## src/rtl/ahb_arbiter.sv

```systemverilog
// Two-master AHB-Lite arbiter: round-robin grant, burst/lock hold,
// default-master parking and HREADY-qualified HMASTER handover.
`ifndef AHB_TRANS_BITS
`define AHB_TRANS_BITS 2
`endif
`ifndef AHB_MASTER_BITS
`define AHB_MASTER_BITS 2
`endif

module ahb_arbiter #(
  parameter bit PARK_LAST = 1'b0,
  parameter int RR_INIT   = 1
) (
  input  logic                        HCLK,
  input  logic                        HRESET,
  input  logic                        HBUSREQ_M1,
  input  logic                        HBUSREQ_M2,
  input  logic                        HLOCK_M1,
  input  logic                        HLOCK_M2,
  input  logic [`AHB_TRANS_BITS-1:0]  HTRANS,
  input  logic [2:0]                  HBURST,
  input  logic                        HREADY,
  output logic                        HGRANT_M1,
  output logic                        HGRANT_M2,
  output logic [`AHB_MASTER_BITS-1:0] HMASTER,
  output logic                        HMASTLOCK
);

  localparam int TW = `AHB_TRANS_BITS;
  localparam int MW = `AHB_MASTER_BITS;

  localparam logic [TW-1:0] TR_IDLE   = TW'(0);
  localparam logic [TW-1:0] TR_NONSEQ = TW'(2);
  localparam logic [TW-1:0] TR_SEQ    = TW'(3);

  typedef enum logic [MW-1:0] {
    GNT_DEF = MW'(0),
    GNT_M1  = MW'(1),
    GNT_M2  = MW'(2)
  } gnt_e;

  gnt_e          r_grant;
  gnt_e          w_gnt_nxt;
  logic          r_prio2;
  logic [3:0]    r_beat_cnt;
  logic [3:0]    w_cnt_nxt;
  logic [3:0]    w_burst_len;
  logic [MW-1:0] r_hmaster;
  logic          r_mastlock;
  logic          w_cur_lock;
  logic          w_open;

  always_comb begin
    w_burst_len = 4'd0;
    case (HBURST)
      3'd2, 3'd3: w_burst_len = 4'd3;
      3'd4, 3'd5: w_burst_len = 4'd7;
      3'd6, 3'd7: w_burst_len = 4'd15;
      default:    w_burst_len = 4'd0;
    endcase
  end

  // Remaining-beat count after this edge's transfer is accepted.
  always_comb begin
    w_cnt_nxt = r_beat_cnt;
    if (HREADY) begin
      case (HTRANS)
        TR_NONSEQ: w_cnt_nxt = w_burst_len;
        TR_SEQ: begin
          if (r_beat_cnt != 4'd0)
            w_cnt_nxt = r_beat_cnt - 4'd1;
        end
        TR_IDLE: w_cnt_nxt = 4'd0;
        default: w_cnt_nxt = r_beat_cnt;
      endcase
    end
  end

  always_comb begin
    w_cur_lock = 1'b0;
    unique case (1'b1)
      (r_grant == GNT_M1): w_cur_lock = HLOCK_M1;
      (r_grant == GNT_M2): w_cur_lock = HLOCK_M2;
      default:             w_cur_lock = 1'b0;
    endcase
  end

  // Arbitrating on the updated count lets the grant move while the
  // final beat's address phase is on the bus, not one beat later.
  assign w_open = (w_cnt_nxt <= 4'd1) && !w_cur_lock;

  always_comb begin
    w_gnt_nxt = r_grant;
    if (w_open) begin
      if (HBUSREQ_M1 && HBUSREQ_M2)
        w_gnt_nxt = r_prio2 ? GNT_M2 : GNT_M1;
      else if (HBUSREQ_M1)
        w_gnt_nxt = GNT_M1;
      else if (HBUSREQ_M2)
        w_gnt_nxt = GNT_M2;
      else if (!PARK_LAST)
        w_gnt_nxt = GNT_DEF;
    end
  end

  always_ff @(posedge HCLK or posedge HRESET) begin
    if (HRESET) begin
      r_grant    <= GNT_DEF;
      r_prio2    <= (RR_INIT == 2);
      r_beat_cnt <= 4'd0;
    end else begin
      r_grant    <= w_gnt_nxt;
      r_beat_cnt <= w_cnt_nxt;
      if (w_gnt_nxt != r_grant) begin
        if (w_gnt_nxt == GNT_M1)
          r_prio2 <= 1'b1;
        else if (w_gnt_nxt == GNT_M2)
          r_prio2 <= 1'b0;
      end
    end
  end

  always_ff @(posedge HCLK or posedge HRESET) begin
    if (HRESET) begin
      r_hmaster  <= '0;
      r_mastlock <= 1'b0;
    end else if (HREADY) begin
      r_hmaster  <= r_grant;
      r_mastlock <= w_cur_lock;
    end
  end

  assign HGRANT_M1 = (r_grant == GNT_M1);
  assign HGRANT_M2 = (r_grant == GNT_M2);
  assign HMASTER   = r_hmaster;
  assign HMASTLOCK = r_mastlock;

endmodule

```

## config.mk

```make
export PLATFORM = sky130hd
export DESIGN_NAME = ahb_arbiter
export DESIGN_NICKNAME = d
export VERILOG_FILES = /design/src/rtl/ahb_arbiter.sv
export SDC_FILE = /design/constraint.sdc
export NUM_CORES = 1
export LEC_CHECK = 0
export CAP_MARGIN = 20
export CORE_MARGIN = 2
export CORE_UTILIZATION = 35
export DETAILED_ROUTE_END_ITERATION = 6
export SLEW_MARGIN = 15
export SYNTH_ARGS = -nofsm -noshare
export SYNTH_HDL_FRONTEND = slang
export SYNTH_SLANG_ARGS = --single-unit
```

## constraint.sdc

```tcl
create_clock -name HCLK -period 3.4 [get_ports HCLK]
set_input_delay 1.02 -clock HCLK [delete_from_list [all_inputs] [get_ports HCLK]]
set_output_delay 1.02 -clock HCLK [all_outputs]
set_load 0.02 [all_outputs]
```

# --- After elaboration in Yosys (flattened, before gate mapping) ---
# Cells that the tools add are included.
totals:
  register_bits: 10
  input_bits: 12
  output_inout_bits: 5
op_classes:
  n_addsub: 1
  n_mux: 12
  eq_ne: 13
  order_cmp: 1
  reduce_logical: 10
ops:
  columns: ["op", "n"]
  rows:
  - ["4-bit one-hot mux with 3 select lines", 2]
  - ["3-bit == test, second input constant", 4]
  - ["2-bit two-way mux", 5]
  - ["2-bit == test, second input constant", 4]
  - ["4-bit two-way mux", 2]
  - ["3-bit by 2-bit == test with 1-bit output, second input constant", 2]
  - ["2-bit OR reduction", 3]
  - ["2-bit by 1-bit == test with 1-bit output, second input constant", 2]
  - ["4-bit by 1-bit less-or-equal comparator with 1-bit output, second input constant", 1]
  - ["4-bit nonzero test", 1]
  - ["4-bit by 1-bit subtractor with 4-bit output, second input constant", 1]
  - ["1-bit logical AND", 2]
  - ["2-bit zero test", 1]
  - ["1-bit two-way mux", 2]
  - ["2-bit != test", 1]
  - ["1-bit one-hot mux with 2 select lines", 1]
  - ["2-bit AND reduction", 1]
  - ["2-bit nonzero test", 1]
  - ["1-bit zero test", 1]

# --- Logic depth before layout (Yosys ltp) ---
depth:
  ltp_word: 11
  depth_mapped: 12

# --- Worst setup path before layout ---
# No wires, ideal clock.
synth_timing:
  path_kind: "in2reg"
  start: "in HTRANS[0]"
  end: "reg r_prio2"
  path_slack_ns: 0.173
  path_stages: 11
  t_arrival_ns: 3.099
  required_ns: 3.273
  path_cell_list: "buf_4 > inv_1 > o21ai_1 > a211oi_1 > nand3_2 > mux2_1 > ha_1 > a31oi_1 > o21a_1 > nand4_1 > mux2_1"
synth_between:
  elab_chain_len: 9
  word_cells_on_any_way: 14
  cone_classes: "1 x order compare; 5 x eq/ne; 4 x mux; 4 x reduce/logical"
synth_lines:
  columns: ["element", "line", "text"]
  rows:
  - ["from (decl)", "20", "input logic [`AHB_TRANS_BITS-1:0] HTRANS,"]
  - ["2-bit == test / 2-bit zero test (equally long branches)", "67", "case (HTRANS)"]
  - ["4-bit one-hot mux with 3 select lines (*)", "67", null]
  - ["4-bit two-way mux (*)", "66", "if (HREADY) begin"]
  - ["4-bit by 1-bit less-or-equal comparator with 1-bit output (*)", "90", "assign w_open = (w_cnt_nxt <= 4'd1) && !w_cur_lock;"]
  - ["1-bit logical AND (*)", "90", null]
  - ["2-bit two-way mux (*)", "94", "if (w_open) begin"]
  - ["named net w_gnt_nxt[0]", "43", "gnt_e w_gnt_nxt;"]
  - ["2-bit by 1-bit == test with 1-bit output / 2-bit == test (equally long branches)", "115, 117", null]
  - ["2-bit nonzero test (no line)", null, null]
  - ["2-bit AND reduction (no line)", null, null]
  - ["to (signal assigned)", "109", "r_prio2 <= (RR_INIT == 2);"]
  - ["to (decl)", "44", "logic r_prio2;"]
# The timed path passes the listed nets; every way through them passes the cells marked *.
# A chain may end at the register's enable or synchronous reset.

# --- Final worst setup path ---
layout_timing:
  start: "in HBURST[1]"
  end: "reg r_prio2"
layout_between:
  elab_chain_len: 11
  word_cells_on_any_way: 21
  cone_classes: "1 x order compare; 9 x eq/ne; 5 x mux; 6 x reduce/logical"
layout_lines:
  columns: ["element", "line", "text"]
  rows:
  - ["from (decl)", "21", "input logic [2:0] HBURST,"]
  - ["3-bit == test / 3-bit by 2-bit == test with 1-bit output (equally long branches)", "55", "case (HBURST)"]
  - ["2-bit OR reduction", "55", null]
  - ["4-bit one-hot mux with 3 select lines (*)", "55", null]
  - ["4-bit one-hot mux with 3 select lines (*)", "67", null]
  - ["4-bit two-way mux (*)", "66", null]
  - ["4-bit by 1-bit less-or-equal comparator with 1-bit output (*)", "90", null]
  - ["1-bit logical AND (*)", "90", null]
  - ["2-bit two-way mux (*)", "94", null]
  - ["named net w_gnt_nxt[0]", "43", null]
  - ["2-bit by 1-bit == test with 1-bit output / 2-bit == test (equally long branches)", "115, 117", null]
  - ["2-bit nonzero test (no line)", null, null]
  - ["2-bit AND reduction (no line)", null, null]
# Marked as above.

==> results.md <==
- Status: finished, final reports clean
- DRT Wirelength: ~1600 um
- Tot GR Track Use: between 10% and 20%
- CTS buffer count: 3
- Hpwl dp: ~1200 um
- Post-CTS Hold Fix Bufs: 0
- Via density: about 5.0
- CTS tree: done
- Initial antenna violation count: 0
- Worst path required time: around 3.5 ns
- Initial Util: around 36%
- Synthesized Nets: between 80 and 90
- Worst-margin pin slew: between 0.5 and 0.6 ns
- Share of cells above drive strength 1: ~37%
- Max_slew headroom: approximately two thirds
- Synth warnings: 0
- Layout net count: roughly 120
- Clock skew: ~0.00061 ns
- Data arrival time of the worst path: between 3 and 4 ns
- # H-tree levels: 1
- Post-synthesis average cell area: between 9 and 10 um^2
- Synth cell types: 34
- Final Power: a little over 0.7 mW
- First-pass GRT wire length: 2770 um
- Hold Path End: HMASTER[0]
- Post-synth EDFFs: 0
- Clk root buf: clkbuf_4
- Number of iterations in the first detailed-routing pass: 4
- Worst-path fanout max: 2
- IO buf count: 15
- Die Ht: 48.3 um
- Site Rows: 16
- Area of the multi-input gates: about 460 um^2
- Max IR drop VDD: a little over 500 uV
- Ys async rst share: 100%
- Power Density: ~650 nW/um^2
- Setup TNS: 0 ns
- Final hold violation count: 0
- Final setup viols: 0
- Post-synthesis sequential area ratio: between 30% and 40%
- WS Path Type: primary input to flop
- Worst skew pair latency: ~0.25 ns
- Hold Crit Start: HMASTER[0]
- Gr ovfl total: 0
- R2R setup slack: around 0.24 ns
- Core area: 1900 um^2
- Pre-CTS setup slack: -0.380 ns
- GPL Wtd Cong: ~0.72
- Final Util: between 50% and 60%
- Max clock buf depth: 2
- CTS Sinks: 10
- First DRT Iteration DRCs: 13
- RR Startpoint: r_beat_cnt[1]
- Fmax: 305 MHz
- Diode count: 0
- Worst Hold Depth: 1
- Setup WS post-layout: about 0.13 ns
- Leakage: approximately 0.52 nW
- Sequential share of power: 29.4%
- Area growth syn-to-layout: 59.1%
- Clk pwr share: 14.3%
- Drt drc: 0
- Pin count of the biggest net entering global routing: 11
- R2R depth: 12
- Switching power: about 0.26 mW
- Worst min-delay path category: flop to flop
- Mean routed wirelength per cell: ~13 um
- Die X: slightly below 50 um
- Critical Path End Type: flop
- Logic pwr share: between 50% and 60%
- Antenna viol nets, final: 0
- Synth Flop Type: dfrtp_1
- Int Pwr: 0.448 mW
- Flip-flop and latch area: about 250 um^2
- Number of global-route vias before repair: ~670
- Max_cap viols: 0
- Period minus WS final: roughly 3.3 ns
- Vias: ~640
- Filler cells: 170
- Post-synthesis cell count: 69
- Fin. max-slew vios: 0
- Share of the clock period used by the worst path: a little over nine tenths
- Mapped cell area: just under 700 um^2
- R2r endpoint: r_prio2
- Switching part of the total: between 30% and 40%
- Clock slew at reported path FFs: 0.06 ns
- CP Launch Type: primary input
- I/O pins: 17
- Die area: about 2300 um^2
- Synth Register Bits: 10
[per-layer routing]
layer,GRT usage [%],vias up,wire length [um]
met5,0,-,0
met4,6.67,0,8
met3,3.40,2,50
met2,22.9,10,775
met1,20.5,313,803
li1,-,317,-
[layout by cell type (no fill, tap or decap), types with 2 or more instances in the layout]
cell type / count
a211oi_2: 2
a211oi_4: 2
a31oi_1: 3
buf_4: 15
clkbuf_4: 3
clkdlybuf4s50_1: 11
dfrtp_1: 10
dlymetal6s2s_1: 4
ha_1: 4
inv_1: 8
mux2_1: 2
mux2_2: 3
nand2b_1: 2
nor2_1: 3
nor2_2: 2
nor3_1: 2
[how the worst max path moves through the flow]
stage | start | endpoint
2_1_floorplan | HTRANS[0] | r_prio2
3_3_place_gp | HREADY | r_prio2
3_5_place_dp | HREADY | r_prio2
4_1_cts | HREADY | r_prio2
5_1_grt | HBURST[1] | r_prio2
6_report | HBURST[1] | r_prio2
[power by group through the flow]
stage / registers, mW / clock network [mW] / logic (mW)
after global placement: 0.206 / 0 / 0.344
after CTS: 0.206 / 0.106 / 0.365
after floorplan: 0.216 / 0 / 0.190
after detailed placement: 0.208 / 0 / 0.354
after global routing: 0.215 / 0.115 / 0.439
final: 0.209 / 0.102 / 0.402
[state kept, by name, indices dropped and copies added (netlist names)]
register,count
HMASTER,2
r_grant,2
r_prio2,1
r_beat_cnt,4
HMASTLOCK,1
[worst max-delay path, cell delays in order]
cell and delay [ns]:
clkdlybuf4s50_1 0.43, nor2_2 0.16, nor3_2 0.07, a211oi_4 0.26, nand3_2 0.13, mux2_4 0.33, ha_1 0.31, a31oi_1 0.15
o21a_1 0.14, nand4_1 0.09, mux2_1 0.32
[cells by family (layout without fill, tap and decap cells)]
| kind of cell | after synthesis | in the layout | synth area share [%] |
|---|---|---|---|
| and+or+nand+nor | 21 | 21 | 18.0 |
| DFF | 10 | 10 | 36.4 |
| muxes | 7 | 7 | 11.3 |
| adders and majority gates | 4 | 4 | 7.27 |
| AOI/OAI and AO/OA | 17 | 17 | 20.0 |
| buffers and inverters | 10 | 43 | 7.09 |
[through the flow]
| step | hold slack, ns | std cells | cell area (um^2) |
|---|---|---|---|
| after floorplan | 0.473 | 69 | 688 |
| after detailed placement | 0.495 | 123 | 958 |
| after global placement | 0.494 | 123 | 958 |
| final | 0.507 | 129 | 1090 |
| after global routing | 0.527 | 129 | 1090 |
| after CTS | 0.509 | 127 | 1010 |
[cells in the mapped netlist (all sizes together), types with 2 or more instances]
cell type  number  area (um^2)
a31oi           3         18.8
mux2            6         67.6
nand2b          2         12.5
dfrtp          10          250
nand2           2         7.51
nor3            3         15.0
inv             8         30.0
buf             2         18.8
nor2            5         18.8
nand3           2         15.0
ha              4         50.1
a211oi          4         40.0
[area by class of cell]
cell class                      count  share of cell area, %
Sequential cell                    10                   22.9
Clock buffer                        4                   3.31
Multi-Input combinational cell     49                   42.1
Inverter                            8                   2.74
Tap cell                           27                   3.09
Timing Repair Buffer               31                   25.9
[repair_timing]
item / in CTS / in global routing
pin swaps: 4 / 5
gates resized for setup: 5 / 14
endpoints found under the setup margin: 1 / 1
buffers inserted: 0 / 2
(Power assumes the default switching activity.)
